<file path="config.mk">
export PLATFORM = sky130hd
export DESIGN_NAME = l2_read_arbiter
export DESIGN_NICKNAME = d
export VERILOG_FILES = /design/src/rtl/l2_arb_pkg.sv /design/src/rtl/l2_read_arbiter_rr.sv /design/src/rtl/l2_read_arbiter.sv
export SDC_FILE = /design/constraint.sdc
export NUM_CORES = 1
export LEC_CHECK = 0
export ABC_AREA = 1
export CORE_AREA = 2 2 342 344
export DETAILED_ROUTE_END_ITERATION = 8
export DIE_AREA = 0 0 344 346
export HOLD_SLACK_MARGIN = 0.03
export PLACE_DENSITY = 0.55
export SLEW_MARGIN = 20
export SYNTH_ARGS = -nofsm -noshare
export SYNTH_HDL_FRONTEND = slang
export SYNTH_SLANG_ARGS = --single-unit
</file>
<file path="constraint.sdc">
create_clock -name clk -period 1.4 [get_ports clk]
set_input_delay 0.21 -clock clk [delete_from_list [all_inputs] [get_ports clk]]
set_output_delay 0.21 -clock clk [all_outputs]
set_load 0.005 [all_outputs]
</file>
<file path="src/rtl/l2_arb_pkg.sv">
// ----------------------------------------------------------------------------
// l2_arb_pkg
//
// Shared types and constants for the L2 read-port arbiter.
//
// Contents:
//   arb_state_t     - arbiter FSM states (IDLE, BUSY_I, BUSY_D)
//   requester_t     - identity of a refill requester (REQ_I, REQ_D); the
//                     enum value doubles as the bit index into the 2-bit
//                     request / grant vectors
//   BLOCK_W_DEFAULT - default refill block width in bits
//   BLOCK_OFFSET_W  - byte-offset bits inside a default-width block
//   PERF_CNT_W      - width of the optional performance counters
//   block_offset_w  - helper returning the byte-offset width for any block
//                     width, so the top stays correct when BLOCK_W is
//                     overridden
// ----------------------------------------------------------------------------
package l2_arb_pkg;

   typedef enum logic [1:0] {
      IDLE   = 2'd0,
      BUSY_I = 2'd1,
      BUSY_D = 2'd2
   } arb_state_t;

   typedef enum logic {
      REQ_I = 1'b0,
      REQ_D = 1'b1
   } requester_t;

   localparam int BLOCK_W_DEFAULT = 256;
   localparam int BLOCK_OFFSET_W  = $clog2(BLOCK_W_DEFAULT / 8);
   localparam int PERF_CNT_W      = 32;

   // Number of low address bits that select a byte inside one block.
   function automatic int block_offset_w(input int block_w);
      return $clog2(block_w / 8);
   endfunction

endpackage : l2_arb_pkg

</file>
<file path="src/rtl/l2_read_arbiter_rr.sv">
// ----------------------------------------------------------------------------
// rr_arbiter2
//
// Two-input round-robin picker with its own last-grant memory.
//
// Ports:
//   clk           in   clock
//   rst_n         in   asynchronous active-low reset
//   req[1:0]      in   request vector, bit REQ_I = icache, bit REQ_D = dcache
//   grant_onehot  out  one-hot grant (all zero when req is zero)
//
// The grant is purely combinational from req and the last-grant flop. The
// flop records the winner every cycle in which any request is presented, so
// the caller must only present requests in cycles where a grant is taken.
// Reset leaves last_grant at REQ_D so the icache wins the first tie.
// ----------------------------------------------------------------------------
module rr_arbiter2
   import l2_arb_pkg::*;
(
   input  logic       clk,
   input  logic       rst_n,
   input  logic [1:0] req,
   output logic [1:0] grant_onehot
);

   requester_t last_grant_q;
   requester_t last_grant_d;

   // A lone request always wins; a tie goes to whoever was not served last.
   always_comb begin
      grant_onehot = 2'b00;
      if (req[REQ_I] && req[REQ_D]) begin
         if (last_grant_q == REQ_D) begin
            grant_onehot[REQ_I] = 1'b1;
         end else begin
            grant_onehot[REQ_D] = 1'b1;
         end
      end else if (req[REQ_I]) begin
         grant_onehot[REQ_I] = 1'b1;
      end else if (req[REQ_D]) begin
         grant_onehot[REQ_D] = 1'b1;
      end
   end

   always_comb begin
      last_grant_d = last_grant_q;
      if (grant_onehot[REQ_D]) begin
         last_grant_d = REQ_D;
      end else if (grant_onehot[REQ_I]) begin
         last_grant_d = REQ_I;
      end
   end

   always_ff @(posedge clk or negedge rst_n) begin
      if (!rst_n) begin
         last_grant_q <= REQ_D;
      end else begin
         last_grant_q <= last_grant_d;
      end
   end

endmodule : rr_arbiter2

</file>
<file path="src/rtl/l2_read_arbiter.sv">
// ----------------------------------------------------------------------------
// l2_read_arbiter
//
// Shares the single L2 read port between the icache refill path (fetch) and
// the dcache refill path (memory stage). One block read is in flight at a
// time; the granted address is latched block-aligned and held on the L2 port
// until completion (l2_re=1 and l2_stall=0), when the returned block is
// routed to the owner.
//
// Parameters:
//   ADDR_W   byte address width
//   BLOCK_W  refill block width in bits
//
// Ports:
//   clk, rst_n            clock, asynchronous active-low reset
//   i_re, i_addr          icache refill request (level) and address
//   i_block, i_stall      block to icache, icache stall
//   d_re, d_addr          dcache refill request (level) and address
//   d_block, d_stall      block to dcache, dcache stall
//   l2_re, l2_addr        read enable and block-aligned address to L2
//   l2_block, l2_stall    L2 read data (valid at completion), L2 busy
//
// Optional build macro L2ARB_PERF_EN adds saturating counters:
//   perf_i_grants, perf_d_grants  grants given to each requester
//   perf_conflict                 cycles with both requesters stalled
//
// A requester that drops its request while it owns the L2 port abandons the
// read: the L2 transaction still completes (L2 cannot be cancelled), but
// the block is thrown away and that requester's block output keeps its
// previous value.
// ----------------------------------------------------------------------------
module l2_read_arbiter
   import l2_arb_pkg::*;
#(
   parameter int ADDR_W  = 32,
   parameter int BLOCK_W = BLOCK_W_DEFAULT
) (
   input  logic               clk,
   input  logic               rst_n,
   input  logic               i_re,
   input  logic [ADDR_W-1:0]  i_addr,
   output logic [BLOCK_W-1:0] i_block,
   output logic               i_stall,
   input  logic               d_re,
   input  logic [ADDR_W-1:0]  d_addr,
   output logic [BLOCK_W-1:0] d_block,
   output logic               d_stall,
   output logic               l2_re,
   output logic [ADDR_W-1:0]  l2_addr,
   input  logic [BLOCK_W-1:0] l2_block,
   input  logic               l2_stall
`ifdef L2ARB_PERF_EN
   ,
   output logic [PERF_CNT_W-1:0] perf_i_grants,
   output logic [PERF_CNT_W-1:0] perf_d_grants,
   output logic [PERF_CNT_W-1:0] perf_conflict
`endif
);

   localparam int OFF_W = block_offset_w(BLOCK_W);
   localparam logic [ADDR_W-1:0] OFF_MASK = {{(ADDR_W - OFF_W){1'b0}}, {OFF_W{1'b1}}};

   arb_state_t         state_q,   state_d;
   logic               l2_re_q,   l2_re_d;
   logic [ADDR_W-1:0]  l2_addr_q, l2_addr_d;
   logic [BLOCK_W-1:0] i_block_q, i_block_d;
   logic [BLOCK_W-1:0] d_block_q, d_block_d;

   logic       completion;
   logic       i_done;
   logic       d_done;
   logic [1:0] arb_req;
   logic [1:0] grant_onehot;
   logic       grant_i;
   logic       grant_d;

   // Completion is taken from the registered l2_re, so it can only occur
   // while one of the BUSY states owns the port.
   assign completion = l2_re_q & ~l2_stall;
   assign i_done     = completion & (state_q == BUSY_I);
   assign d_done     = completion & (state_q == BUSY_D);

   assign i_stall = i_re & ~i_done;
   assign d_stall = d_re & ~d_done;

   // Requests are shown to the picker only when a new owner may be chosen:
   // in IDLE, or in the owner's completion cycle. At completion only the
   // other requester is offered, so a same-cycle re-request from the owner
   // is not taken as new and falls back through IDLE instead.
   always_comb begin
      arb_req = 2'b00;
      if (state_q == IDLE) begin
         arb_req = {d_re, i_re};
      end else if (i_done) begin
         arb_req = {d_re, 1'b0};
      end else if (d_done) begin
         arb_req = {1'b0, i_re};
      end
   end

   rr_arbiter2 u_rr (
      .clk          (clk),
      .rst_n        (rst_n),
      .req          (arb_req),
      .grant_onehot (grant_onehot)
   );

   assign grant_i = grant_onehot[REQ_I];
   assign grant_d = grant_onehot[REQ_D];

   // Next-state and L2 port: a grant (from IDLE or as a direct hand-over at
   // completion) loads the new owner's aligned address; a completion with no
   // follow-on grant releases the port.
   always_comb begin
      state_d   = state_q;
      l2_re_d   = l2_re_q;
      l2_addr_d = l2_addr_q;
      if (grant_i) begin
         state_d   = BUSY_I;
         l2_re_d   = 1'b1;
         l2_addr_d = i_addr & ~OFF_MASK;
      end else if (grant_d) begin
         state_d   = BUSY_D;
         l2_re_d   = 1'b1;
         l2_addr_d = d_addr & ~OFF_MASK;
      end else if (completion) begin
         state_d   = IDLE;
         l2_re_d   = 1'b0;
      end
   end

   // Block capture happens only when the owner is still asking for it; an
   // abandoned read leaves the old block in place.
   always_comb begin
      i_block_d = i_block_q;
      d_block_d = d_block_q;
      if (i_done && i_re) begin
         i_block_d = l2_block;
      end
      if (d_done && d_re) begin
         d_block_d = l2_block;
      end
   end

   always_ff @(posedge clk or negedge rst_n) begin
      if (!rst_n) begin
         state_q   <= IDLE;
         l2_re_q   <= 1'b0;
         l2_addr_q <= '0;
         i_block_q <= '0;
         d_block_q <= '0;
      end else begin
         state_q   <= state_d;
         l2_re_q   <= l2_re_d;
         l2_addr_q <= l2_addr_d;
         i_block_q <= i_block_d;
         d_block_q <= d_block_d;
      end
   end

   assign l2_re   = l2_re_q;
   assign l2_addr = l2_addr_q;

   // The block outputs show the incoming L2 data in the completion cycle
   // itself and the captured copy afterwards.
   assign i_block = i_block_d;
   assign d_block = d_block_d;

`ifdef L2ARB_PERF_EN
   logic [PERF_CNT_W-1:0] perf_i_grants_q, perf_i_grants_d;
   logic [PERF_CNT_W-1:0] perf_d_grants_q, perf_d_grants_d;
   logic [PERF_CNT_W-1:0] perf_conflict_q, perf_conflict_d;

   // Saturating counters: they stop at all-ones rather than wrapping.
   always_comb begin
      perf_i_grants_d = perf_i_grants_q;
      perf_d_grants_d = perf_d_grants_q;
      perf_conflict_d = perf_conflict_q;
      if (grant_i && (perf_i_grants_q != '1)) begin
         perf_i_grants_d = perf_i_grants_q + 1'b1;
      end
      if (grant_d && (perf_d_grants_q != '1)) begin
         perf_d_grants_d = perf_d_grants_q + 1'b1;
      end
      if (i_re && d_re && i_stall && d_stall && (perf_conflict_q != '1)) begin
         perf_conflict_d = perf_conflict_q + 1'b1;
      end
   end

   always_ff @(posedge clk or negedge rst_n) begin
      if (!rst_n) begin
         perf_i_grants_q <= '0;
         perf_d_grants_q <= '0;
         perf_conflict_q <= '0;
      end else begin
         perf_i_grants_q <= perf_i_grants_d;
         perf_d_grants_q <= perf_d_grants_d;
         perf_conflict_q <= perf_conflict_d;
      end
   end

   assign perf_i_grants = perf_i_grants_q;
   assign perf_d_grants = perf_d_grants_q;
   assign perf_conflict = perf_conflict_q;
`endif

endmodule : l2_read_arbiter

</file>
==> key figures, run 1 <==
Outcome
  – Status: finished, violations left
  – Failing checks: negative setup slack

Worst setup path
  – Critical-path top delay cell: clkdlybuf4s50_1
  – R2R depth: 10
  – Worst setup EP type: output port
  – Critical Path Start Type: flip-flop
  – Worst Setup Path Type: reg -> out
  – Slowest stage delay, CP: between 0.5 and 0.6 ns
  – Critical path cell sequence: inv_2, nor2_2, nand2_2, inv_4, nand2_8, buf_16, buf_12, o21ai_2, clkdlybuf4s50_1
  – Crit-path max FO: 19
  – Crit path DAT: 2.61 ns
  – Critical Path RT: 1.19 ns

Pwr
  – Net Sw Frac: 0.327
  – Sequential cell fraction of total power: 0.315
  – Power Density: about 2200 mW/mm²
  – Power Total: between 0.07 and 0.08 W
  – Clk network pwr share: 0.226
  – Part of the power in combinational logic: 0.459
  – Worst IR Drop VDD: 0.00112 V
  – LEAKAGE: 18.4 nW
  – Switch Pwr: around 0.026 W
  – Internal power: 0.0535 W

Timing
  – Final period util: 2.01
  – Final setup margin: -1.42 ns
  – Final setup skew: 0.0255 ns
  – Post-layout min period: about 2.8 ns
  – Final setup vio count: roughly 1.0k
  – Max-slew violations: 0
  – Least-Margin Pin Slew: 0.525 ns
  – Slew headroom: 0.650
  – Max Fclk: 355 MHz
  – Final hold violation count: 0
  – RSZ-0062 raised after global routing: true

Yosys
  – Synthesized area per cell: 10.7 µm²
  – Main synth FF type: dfrtp_1
  – Top cells by area, synth: dfrtp_1 60%, o21ai_2 16%, nand2_1 8.7%
  – Share of the synthesized area in the top cell type: 0.601
  – Count leader, synth: dfrtp_1
  – Distinct cell type count after synthesis: 22
  – Sequential area share after synthesis: 0.602
  – Top post-synthesis cells by count: 542 x dfrtp_1, 524 x nand2_1, 400 x o21ai_2
  – Synthesis warning total: 0
  – Fraction of registers with async set/reset: 1.00
  – Synthesized flop and latch total: 543
  – Post-synthesis cell area: around 0.023 mm²
  – Number of enable flip-flop cells after synthesis: 0
  – Area leader, netlist: dfrtp_1
  – Cells after Synth: around 2.1k

Clock network
  – Max Buffers Root-to-Sink: 3
  – # clock sinks: between 500 and 600
  – CTS tree: done
  – Clock Latency Late Sink: between 0.6 and 0.7 ns
  – Clk Tree Root Cell: clkbuf_16
  – H-tree depth: 3
  – Number of CTS-inserted buffers: 67
  – Clock slew seen by the registers of the worst setup and hold paths: 0.06 ns

Global routing
  – Global route overflow: 0
  – Tot GR Track Use: 0.133
  – First-pass GRT wire length: 119 mm
  – Initial antenna violation count: 7
  – Vias in the first global route: 18.4k
  – Largest net degree at the start of global routing: 49

Place
  – Placed Cells: approximately 4.6k
  – Post-DP HPWL: approximately 62 mm
  – Final Wtd Congestion: 0.790
  – # port buffers: approximately 860

Routing
  – Post-DRT Antenna Nets: 0
  – Residual DRC count: 0
  – Iter 0 DRT Violations: roughly 850
  – WL final: 83.0 mm
  – Via-to-Cell Ratio: 3.85
  – DR WL/cell: 17.6 µm
  – DRT Pass-1 Iters: 5
  – Via count: 18.1k

Cells and area
  – Layout Nets: roughly 3.5k
  – Register Area: 0.0136 mm²
  – Core Util, Final: 0.317
  – # fillers: 12.0k
  – Layout cells sized above 1: 0.309
  – Multi-input logic area: 0.00709 mm²
  – Post-Layout Cell Count: 4707
  – Area Overhead vs Synth: 61.9%

Job
  – Max-Cap Viols: 0

Worst hold path
  – Hold crit path type: in -> async

Floorplan
  – DIE HEIGHT: about 350 µm
  – Die span in x: ~340 µm
  – Starting Density: 0.196
  – Core area: 0.115 mm²
  – Cell Rows: 125
  – Ports: 872
  – Die area: 0.119 mm²
==> area by class of cell <==
type	count	share of cell area
Clock buffer	102	0.0559
Multi-Input combinational cell	1167	0.194
Inverter	266	0.0274
Tap cell	1524	0.0522
Timing Repair Buffer	1083	0.292
Clock inverter	19	0.00637
Sequential cell	543	0.372
Antenna cell	3	0.000205
==> per-stage QoR <==
stage | setup slack [ns] | setup TNS [ns] | cell area, µm² | hold slack (ns)
after global placement | -1.15 | -781.10 | 34000 | 0.198
after global routing | -1.57 | -838.85 | 36600 | 0.123
final | -1.42 | -686.61 | 36600 | 0.159
after floorplan | -0.0177 | -4.05 | 22800 | -0.0856
after detailed placement | -1.18 | -771.57 | 34000 | 0.205
after CTS | -1.53 | -794.60 | 36300 | 0.0913
==> cell families after synthesis <==
group / synth area share
DFF: 0.602
AOI/OAI and AO/OA: 0.181
and+or+nand+nor: 0.115
buffers and inverters: 0.102
other: 0.000166
==> critical path, delay by kind of cell (launching register included) <==
family	cells	cell delay [ns]
AO/OA/AOI/OAI	1	0.17
buffers and inverters	5	1.08
flip-flops	1	0.39
AND/OR/NAND/NOR	3	0.29
==> routing by layer <==
metal  GRT usage  wire (µm)
met5           0         27
met4      0.0433       2450
met3      0.0480       6910
met2       0.227      40800
met1       0.152      32800
==> what timing repair did <==
item | 4_1_cts | 5_1_grt
cloned | 0 | 9
gates resized for setup | 197 | 403
hold buffers | 1 | 0
buffers inserted | 0 | 13
setup endpoints to repair | 1036 | 1075
endpoints found under the hold margin | 542 | 0
==> power groups by stage <==
stage	clock network (W)	registers, W	logic (W)
4_1_cts	0.0187	0.0251	0.0386
6_report	0.0179	0.0250	0.0365
3_5_place_dp	0	0.0253	0.0387
2_1_floorplan	0	0.0249	0.0148
5_1_grt	0.0193	0.0258	0.0397
3_3_place_gp	0	0.0252	0.0386
==> layout by cell type, fill, tap and decap left out, drive strengths merged <==
cell type      netlist  routed
nor2                 5       5
conb                 1       5
nand4                3       3
a21oi                1       1
diode                0       3
o21ai              513     513
clkdlybuf4s15        0      20
o211ai               1       1
buf                125     278
dlygate4sd3          0       1
nand2              527     528
clkinv               0      11
dfrtp              542     542
dlymetal6s2s         0      85
nand3              111     111
clkdlybuf4s50        0     593
dfstp                1       1
clkbuf               8     195
dlygate4sd2          0      13
bufinv               0       4
inv                266     270
==> worst paths after layout <==
check	start	to	slack [ns]
max	state_q[0]	i_block[96]	-1.42
min reg2reg	d_block_q[141]	d_block_q[141]	0.46
max in group asynchronous	rst_n	i_block_q[131]	0.56
max reg2reg	state_q[0]	d_block_q[92]	-0.44
min in group clk	d_addr[18]	l2_addr[18]	0.16
min	rst_n	l2_addr[28]	0.16
==> flip-flops by register name (all words and copies together), names as in the netlist <==
| signal | flops |
|---|---|
| d_block_q | 256 |
| i_block_q | 256 |
| u_rr.last_grant_q | 1 |
| state_q | 2 |
| l2_re | 1 |
| l2_addr | 27 |
Power figures use the tool's default switching activity.
==> run 2: changes to the inputs <==
Settings changed: CORE_AREA 2 2 342 344 to 2 2 338 340, DIE_AREA 0 0 344 346 to 0 0 340 342, RECOVER_POWER set to 100, SYNTH_HIERARCHICAL set to 1.
==> run 2 against run 1 <==
- non-clock buffer count up 316
- the flow still finishes with violations (negative setup slack)
- critical path depth up 11
- critical path type is now reg -> reg
- worst hold slack worse by 0.097 ns
- total power up 2.1%
- highest routed layer unchanged
- combinational power up 5%
- critical endpoint is now d_block_q[74]
- flip-flop and latch count unchanged
- cell count up 12%
- sequential power down 2%
- count of clock-buffer cells in the layout up 2
- core utilization up 3.1 points
==> key figures, run 2 <==
Global routing
  – Largest net degree at the start of global routing: 75 (+53%)
  – Tot GR Track Use: 0.165 (+0.0320)
  – First-pass GRT wire length: 144 mm (+21%)
  – Vias in the first global route: 22.2k (+20%)
  – Initial antenna violation count: 8 (+1)
  – Global route overflow: 0 (unchanged)

Routing
  – DRT Pass-1 Iters: 5 (unchanged)
  – DR WL/cell: 19.5 µm (+11%)
  – Via-to-Cell Ratio: 4.15 (+7.9%)
  – Residual DRC count: 0 (unchanged)
  – Via count: 21.9k (+21%)
  – Iter 0 DRT Violations: 1175 (+39%)
  – WL final: 103 mm (+24%)
  – Post-DRT Antenna Nets: 0 (unchanged)

Floorplan
  – Starting Density: 0.195 (-0.00109)
  – DIE HEIGHT: 342 µm (-1.2%)
  – Die area: 0.116 mm² (-2.3%)
  – Ports: 872 (unchanged)
  – Die span in x: 340 µm (-1.2%)
  – Core area: 0.113 mm² (-2.0%)
  – Cell Rows: 124 (-0.80%)

Pwr
  – Sequential cell fraction of total power: 0.302 (-0.013)
  – Internal power: 0.0550 W (+2.8%)
  – Worst IR Drop VDD: 0.00123 V (+9.7%)
  – Power Density: 2070 mW/mm² (-5.0%)
  – Net Sw Frac: 0.322 (-0.00453)
  – Part of the power in combinational logic: 0.471 (+0.012)
  – Clk network pwr share: 0.227 (about the same)
  – LEAKAGE: 19.7 nW (+7.0%)
  – Switch Pwr: 0.0262 W (+0.68%)

Clock network
  – Clock slew seen by the registers of the worst setup and hold paths: 0.06 ns (about the same)
  – Max Buffers Root-to-Sink: 3 (unchanged)
  – # clock sinks: 543 (unchanged)
  – Clk Tree Root Cell: clkbuf_16
  – H-tree depth: 3 (unchanged)
  – CTS tree: done
  – Number of CTS-inserted buffers: 70 (+4.5%)
  – Clock Latency Late Sink: 0.61 ns (about the same)

Worst setup path
  – Worst Setup Path Type: reg -> reg
  – Crit-path max FO: 8 (-11)
  – Crit path DAT: 3.37 ns (+0.76 ns)
  – Worst setup EP type: flip-flop
  – Critical Path Start Type: flip-flop
  – Critical Path RT: 1.91 ns (+0.72 ns)

Timing
  – Setup TNS: -788.88 ns (-102.27 ns)
  – Post-layout min period: 2.87 ns (+0.0507 ns)
  – Final hold violation count: 0 (unchanged)
  – Final period util: 2.05 (+0.0362)
  – Final setup vio count: 1290 (+24%)
  – Max Fclk: 349 MHz (-1.8%)
  – Least-Margin Pin Slew: 0.736 ns (+0.211 ns)
  – Max-slew violations: 0 (unchanged)
  – Min Hold Slack: 0.0624 ns (-0.0965 ns)
  – RSZ-0062 raised after global routing: true
  – Slew headroom: 0.509 (-0.141)
  – Final setup skew: 0.0212 ns (-0.00432 ns)
  – Final setup margin: -1.47 ns (-0.0507 ns)

Cells and area
  – Area Overhead vs Synth: 78.5%
  – Most frequent cells in the layout: 1058 x nand2_1, 664 x clkdlybuf4s50_1, 542 x dfrtp_1, 481 x nand3_1, 396 x buf_4
  – Finished Cell Area: 0.0393 mm² (+7.4%)
  – Layout Nets: 4028 (+17%)
  – Most common cell after layout, fill and taps aside: nand2_1
  – Core Util, Final: 0.347 (+0.0306)
  – Layout cells sized above 1: 0.241 (-0.0679)

Place
  – Post-DP HPWL: 72.4 mm (+16%)
  – Post-DP Area: 0.0350 mm² (+2.8%)
  – # port buffers: 856 (unchanged)
  – Final Wtd Congestion: 0.895 (+13%)

Yosys
  – Cells after Synth: 2412 (+15%)
  – Fraction of registers with async set/reset: 1.00 (unchanged)
  – Sequential area share after synthesis: 0.618 (+0.0158)
  – Distinct cell type count after synthesis: 21 (-4.5%)
  – Number of enable flip-flop cells after synthesis: 0 (unchanged)
  – Synthesis warning total: 6 (+6)
  – Top cells by area, synth: dfrtp_1 62%, nand2_1 19%, nand3_1 12%
  – Synthesized flop and latch total: 543 (unchanged)
  – Count leader, synth: nand2_1
  – Area leader, netlist: dfrtp_1
  – Synthesized area per cell: 9.12 µm² (-15%)
  – Post-synthesis cell area: 0.0220 mm² (-2.6%)
  – Main synth FF type: dfrtp_1
  – Top post-synthesis cells by count: 1117 x nand2_1, 542 x dfrtp_1, 539 x nand3_1
  – Share of the synthesized area in the top cell type: 0.616 (+0.0157)

Job
  – Max-Cap Viols: 0 (unchanged)

Outcome
  – Failing checks: negative setup slack
  – Status: finished, violations left

Worst hold path
  – Hold crit path type: in -> reg
run 2: cell types whose count changed in the layout (fill, tap and decap cells not counted), sizes merged, moves of 61 or more:
cell,delta
nand2,+590
o21ai,-512
nand3,+430
buf,+332
inv,-256
clkdlybuf4s50,+71
dlymetal6s2s,-61
run 2: layout make-up:
cell class | count | area, µm²
fillers | 11500 | 73800
well taps | 1512 | 1890
inverters | 10 | 37.5
repair buffers | 1399 | 13800
flip-flops and latches | 543 | 13600
clock buffers | 104 | 2090
diodes | 1 | 2.50
clock inverters | 17 | 245
multi-input cells | 1679 | 7600
run 2: worst max-delay path: stages, from the launching register on:
cell	delay [ns]
dfrtp_1	0.41
nand2_2	0.14
nor2_4	0.06
buf_12	0.16
buf_16	0.16
buf_12	0.14
buf_8	0.12
nand3_2	0.07
nand2_2	0.07
buf_4	0.13
buf_4	0.12
buf_4	0.12
buf_4	0.12
buf_4	0.12
buf_4	0.12
buf_4	0.12
buf_4	0.11
buf_4	0.12
buf_4	0.12
buf_4	0.12
buf_4	0.11
run 2: worst paths after layout:
path	start	endpoint	slack, ns	cells past startpoint
min in group asynchronous	rst_n	d_block_q[107]	0.28	2
worst min-delay path	d_re	u_rr/last_grant_q	0.06	6
max in group asynchronous	rst_n	i_block_q[131]	-0.20	4
worst min register to register	d_block_q[176]	d_block_q[176]	0.46	2
worst max-delay path	l2_re	d_block_q[74]	-1.47	20
worst max register to register	l2_re	d_block_q[74]	-1.47	20
run 2: repair_timing:
item                        CTS  global route
gates resized for setup     368           324
pin swaps                    37            49
setup buffers                69            58
hold buffers                  1             0
setup endpoints to repair  1069          1084
gates cloned                 10            10
hold endpoints to repair    544             0
run 2: kinds of logic after synthesis:
kind of cell	Yosys count	synth area share
AO/OA/AOI/OAI	6	0.00154
buffers and inverters	194	0.0637
AND/OR/NAND/NOR	1668	0.317
flip-flops	543	0.618
other	1	0.000170
run 2: metal layers:
metal	GRT usage	vias up	part of all wire
li1	-	10400	-
met1	0.207	10500	0.41
met2	0.268	797	0.48
met3	0.0452	181	0.072
met4	0.0650	2	0.038
met5	0	-	0.00012
run 2: per-stage QoR:
step,setup slack (ns),std cells,power [W]
floorplan,-0.174,2416,0.0354
global placement,-1.13,4998,0.0610
detailed placement,-1.13,4998,0.0613
CTS,-1.47,5199,0.0811
global route,-1.58,5265,0.0860
finish,-1.47,5265,0.0811
run 2: power groups by stage:
stage	Combinational (W)	Clock [W]	Sequential, W
after CTS	0.0376	0.0190	0.0245
after global routing	0.0413	0.0195	0.0252
after floorplan	0.0112	0	0.0242
after global placement	0.0365	0	0.0245
after detailed placement	0.0366	0	0.0247
final	0.0382	0.0184	0.0245
==> run 3: changes to the inputs <==
Settings changed: TNS_END_PERCENT set to 50.
==> run 3 against run 2 <==
- the flow still finishes with violations (negative setup slack)
- critical path type is now reg -> out
- core utilization is 1.1 points lower
- global-route usage is 0.55 points lower
- total power is 3.6% lower
- critical endpoint is now i_block[8]
- largest cell class is now registers
==> key figures, run 3 (synthesis results as in run 2) <==
Pwr
  – LEAKAGE: 19.4 nW (-1.1%)
  – Power Density: 2060 mW/mm² (-0.49%)
  – Worst IR Drop VDD: 0.00114 V (-6.8%)

Cells and area
  – Most frequent cells in the layout: 1074 x nand2_1, 641 x clkdlybuf4s50_1, 542 x dfrtp_1, 524 x nand3_1, 344 x buf_4
  – Layout Nets: 3940 (-2.2%)
  – Finished Cell Area: 0.0381 mm² (-3.1%)
  – Register Area: 0.0136 mm² (unchanged)
  – Multi-input logic area: 0.00724 mm² (-4.7%)
  – Layout cells sized above 1: 0.190 (-0.0509)
  – Most common cell after layout, fill and taps aside: nand2_1
  – # fillers: 11.7k (+1.3%)
  – Core Util, Final: 0.336 (-0.0108)
  – Area Overhead vs Synth: 72.9%

Worst hold path
  – Hold crit path type: in -> reg

Routing
  – Residual DRC count: 0 (unchanged)
  – WL final: 97.5 mm (-5.2%)
  – Via count: 21.5k (-1.8%)
  – Post-DRT Antenna Nets: 0 (unchanged)
  – Via-to-Cell Ratio: 4.15 (-0.11%)
  – DRT Pass-1 Iters: 5 (unchanged)
  – DR WL/cell: 18.8 µm (-3.6%)
  – Iter 0 DRT Violations: 1037 (-12%)

Timing
  – Min Hold Slack: 0.0872 ns (+0.0249 ns)
  – Final period util: 2.05 (+0.00653)
  – RSZ-0062 raised after global routing: true
  – Slew headroom: 0.558 (+0.0483)
  – Post-layout min period: 2.88 ns (+0.00914 ns)
  – Setup TNS: -744.82 ns (+44.06 ns)
  – Final setup vio count: 1084 (-16%)
  – Least-Margin Pin Slew: 0.663 ns (-0.0724 ns)
  – Max Fclk: 348 MHz (-0.32%)
  – Final hold violation count: 0 (unchanged)
  – Max-slew violations: 0 (unchanged)
  – Final setup skew: 0.0332 ns (+0.0120 ns)
  – Final setup margin: -1.48 ns (-0.00914 ns)

Worst setup path
  – Crit path DAT: 2.67 ns (-0.70 ns)
  – Critical Path RT: 1.19 ns (-0.72 ns)
  – Worst Setup Path Type: reg -> out
  – Worst setup EP type: output port
  – Critical Path Start Type: flip-flop
  – Crit-path max FO: 8 (unchanged)

Floorplan
  – Ports: 872 (unchanged)
  – Die area: 0.116 mm² (unchanged)
  – Cell Rows: 124 (unchanged)
  – Starting Density: 0.195 (unchanged)
  – Die span in x: 340 µm (unchanged)
  – Core area: 0.113 mm² (unchanged)
  – DIE HEIGHT: 342 µm (unchanged)

Clock network
  – Number of CTS-inserted buffers: 69 (-1.4%)
  – H-tree depth: 3 (unchanged)
  – # clock sinks: 543 (unchanged)
  – Clock Latency Late Sink: 0.64 ns (+0.03 ns)
  – Max Buffers Root-to-Sink: 3 (unchanged)
  – CTS tree: done
  – Clk Tree Root Cell: clkbuf_16
  – Clock slew seen by the registers of the worst setup and hold paths: 0.06 ns (about the same)

Job
  – Max-Cap Viols: 0 (unchanged)

Outcome
  – Status: finished, violations left
  – Failing checks: negative setup slack

Global routing
  – Initial antenna violation count: 6 (-2)
  – First-pass GRT wire length: 141 mm (-2.7%)
  – Vias in the first global route: 21.9k (-1.5%)
  – Tot GR Track Use: 0.159 (-0.00546)
  – Largest net degree at the start of global routing: 79 (+5.3%)
  – Global route overflow: 0 (unchanged)

Place
  – # port buffers: 856 (unchanged)
  – Post-DP Area: 0.0350 mm² (about the same)
  – Final Wtd Congestion: 0.866 (-3.3%)
  – Post-DP HPWL: 69.4 mm (-4.2%)
==> run 3: cell count changes in the layout (fill, tap and decap cells not counted), sizes merged, moves of 4 or more <==
cell and change:
buf -155, clkbuf +4, clkdlybuf4s15 +7, clkdlybuf4s50 -23
dlygate4sd2 +42, dlymetal6s2s +32
==> run 3: per-stage QoR <==
step | total power [W] | worst slack, ns | instances
after floorplan | 0.0354 | -0.191 | 2416
after global placement | 0.0609 | -1.14 | 5005
after detailed placement | 0.0612 | -1.13 | 5005
after CTS | 0.0789 | -1.49 | 5142
after global routing | 0.0831 | -1.58 | 5176
final | 0.0782 | -1.48 | 5177
==> run 3: final cells by class <==
class	count	area share
sequential	543	0.357
timing repair buffer	1312	0.344
tap	1512	0.0497
inverter	10	0.000986
clock buffer	98	0.0512
antenna	3	0.000197
multi-input combinational	1679	0.190
clock inverter	20	0.00598
==> run 3: repair_timing <==
| item | CTS | global route |
|---|---|---|
| hold endpoints to repair | 544 | 0 |
| setup buffers | 11 | 23 |
| hold buffers | 2 | 0 |
| cloned | 6 | 9 |
| pin swaps | 6 | 38 |
| setup endpoints to repair | 1080 | 1085 |
| gates resized for setup | 202 | 240 |
==> run 3: worst paths after layout <==
path	start	end	slack (ns)	cells past startpoint
worst max-delay path	state_q[1]	i_block[8]	-1.48	9
worst max register to register	state_q[0]	l2_re	-0.51	9
worst min register to register	d_block_q[39]	d_block_q[39]	0.46	2
max in group asynchronous	rst_n	d_block_q[128]	0.02	4
worst min-delay path	i_re	i_block_q[252]	0.09	4
min in group asynchronous	rst_n	d_block_q[176]	0.62	3
==> run 3: worst max-delay path, stage by stage (launching register included) <==
cell and delay, ns:
dfrtp_1 0.41, inv_2 0.11, nand2_2 0.07, nor2_4 0.21, buf_12 0.18, buf_12 0.17
buf_4 0.16, nand3_2 0.09, nand2_1 0.10, clkdlybuf4s50_1 0.51
==> run 3: layer usage <==
metal  part of all wire  track usage  vias to the layer above  routed length (µm)
met5                  0            0                        -                   0
met4              0.035       0.0649                        0                3420
met3              0.061       0.0352                      153                6000
met2               0.50        0.278                      751               49200
met1               0.40        0.189                    10400               38900
li1                   -            -                    10200                   -
==> run 3: power breakdown <==
group / leakage, nW / switching [W] / internal (W)
Sequential: 6.86 / 0.00188 / 0.0225
Clock: 1.06 / 0.00729 / 0.0101
Combinational: 11.5 / 0.0162 / 0.0202
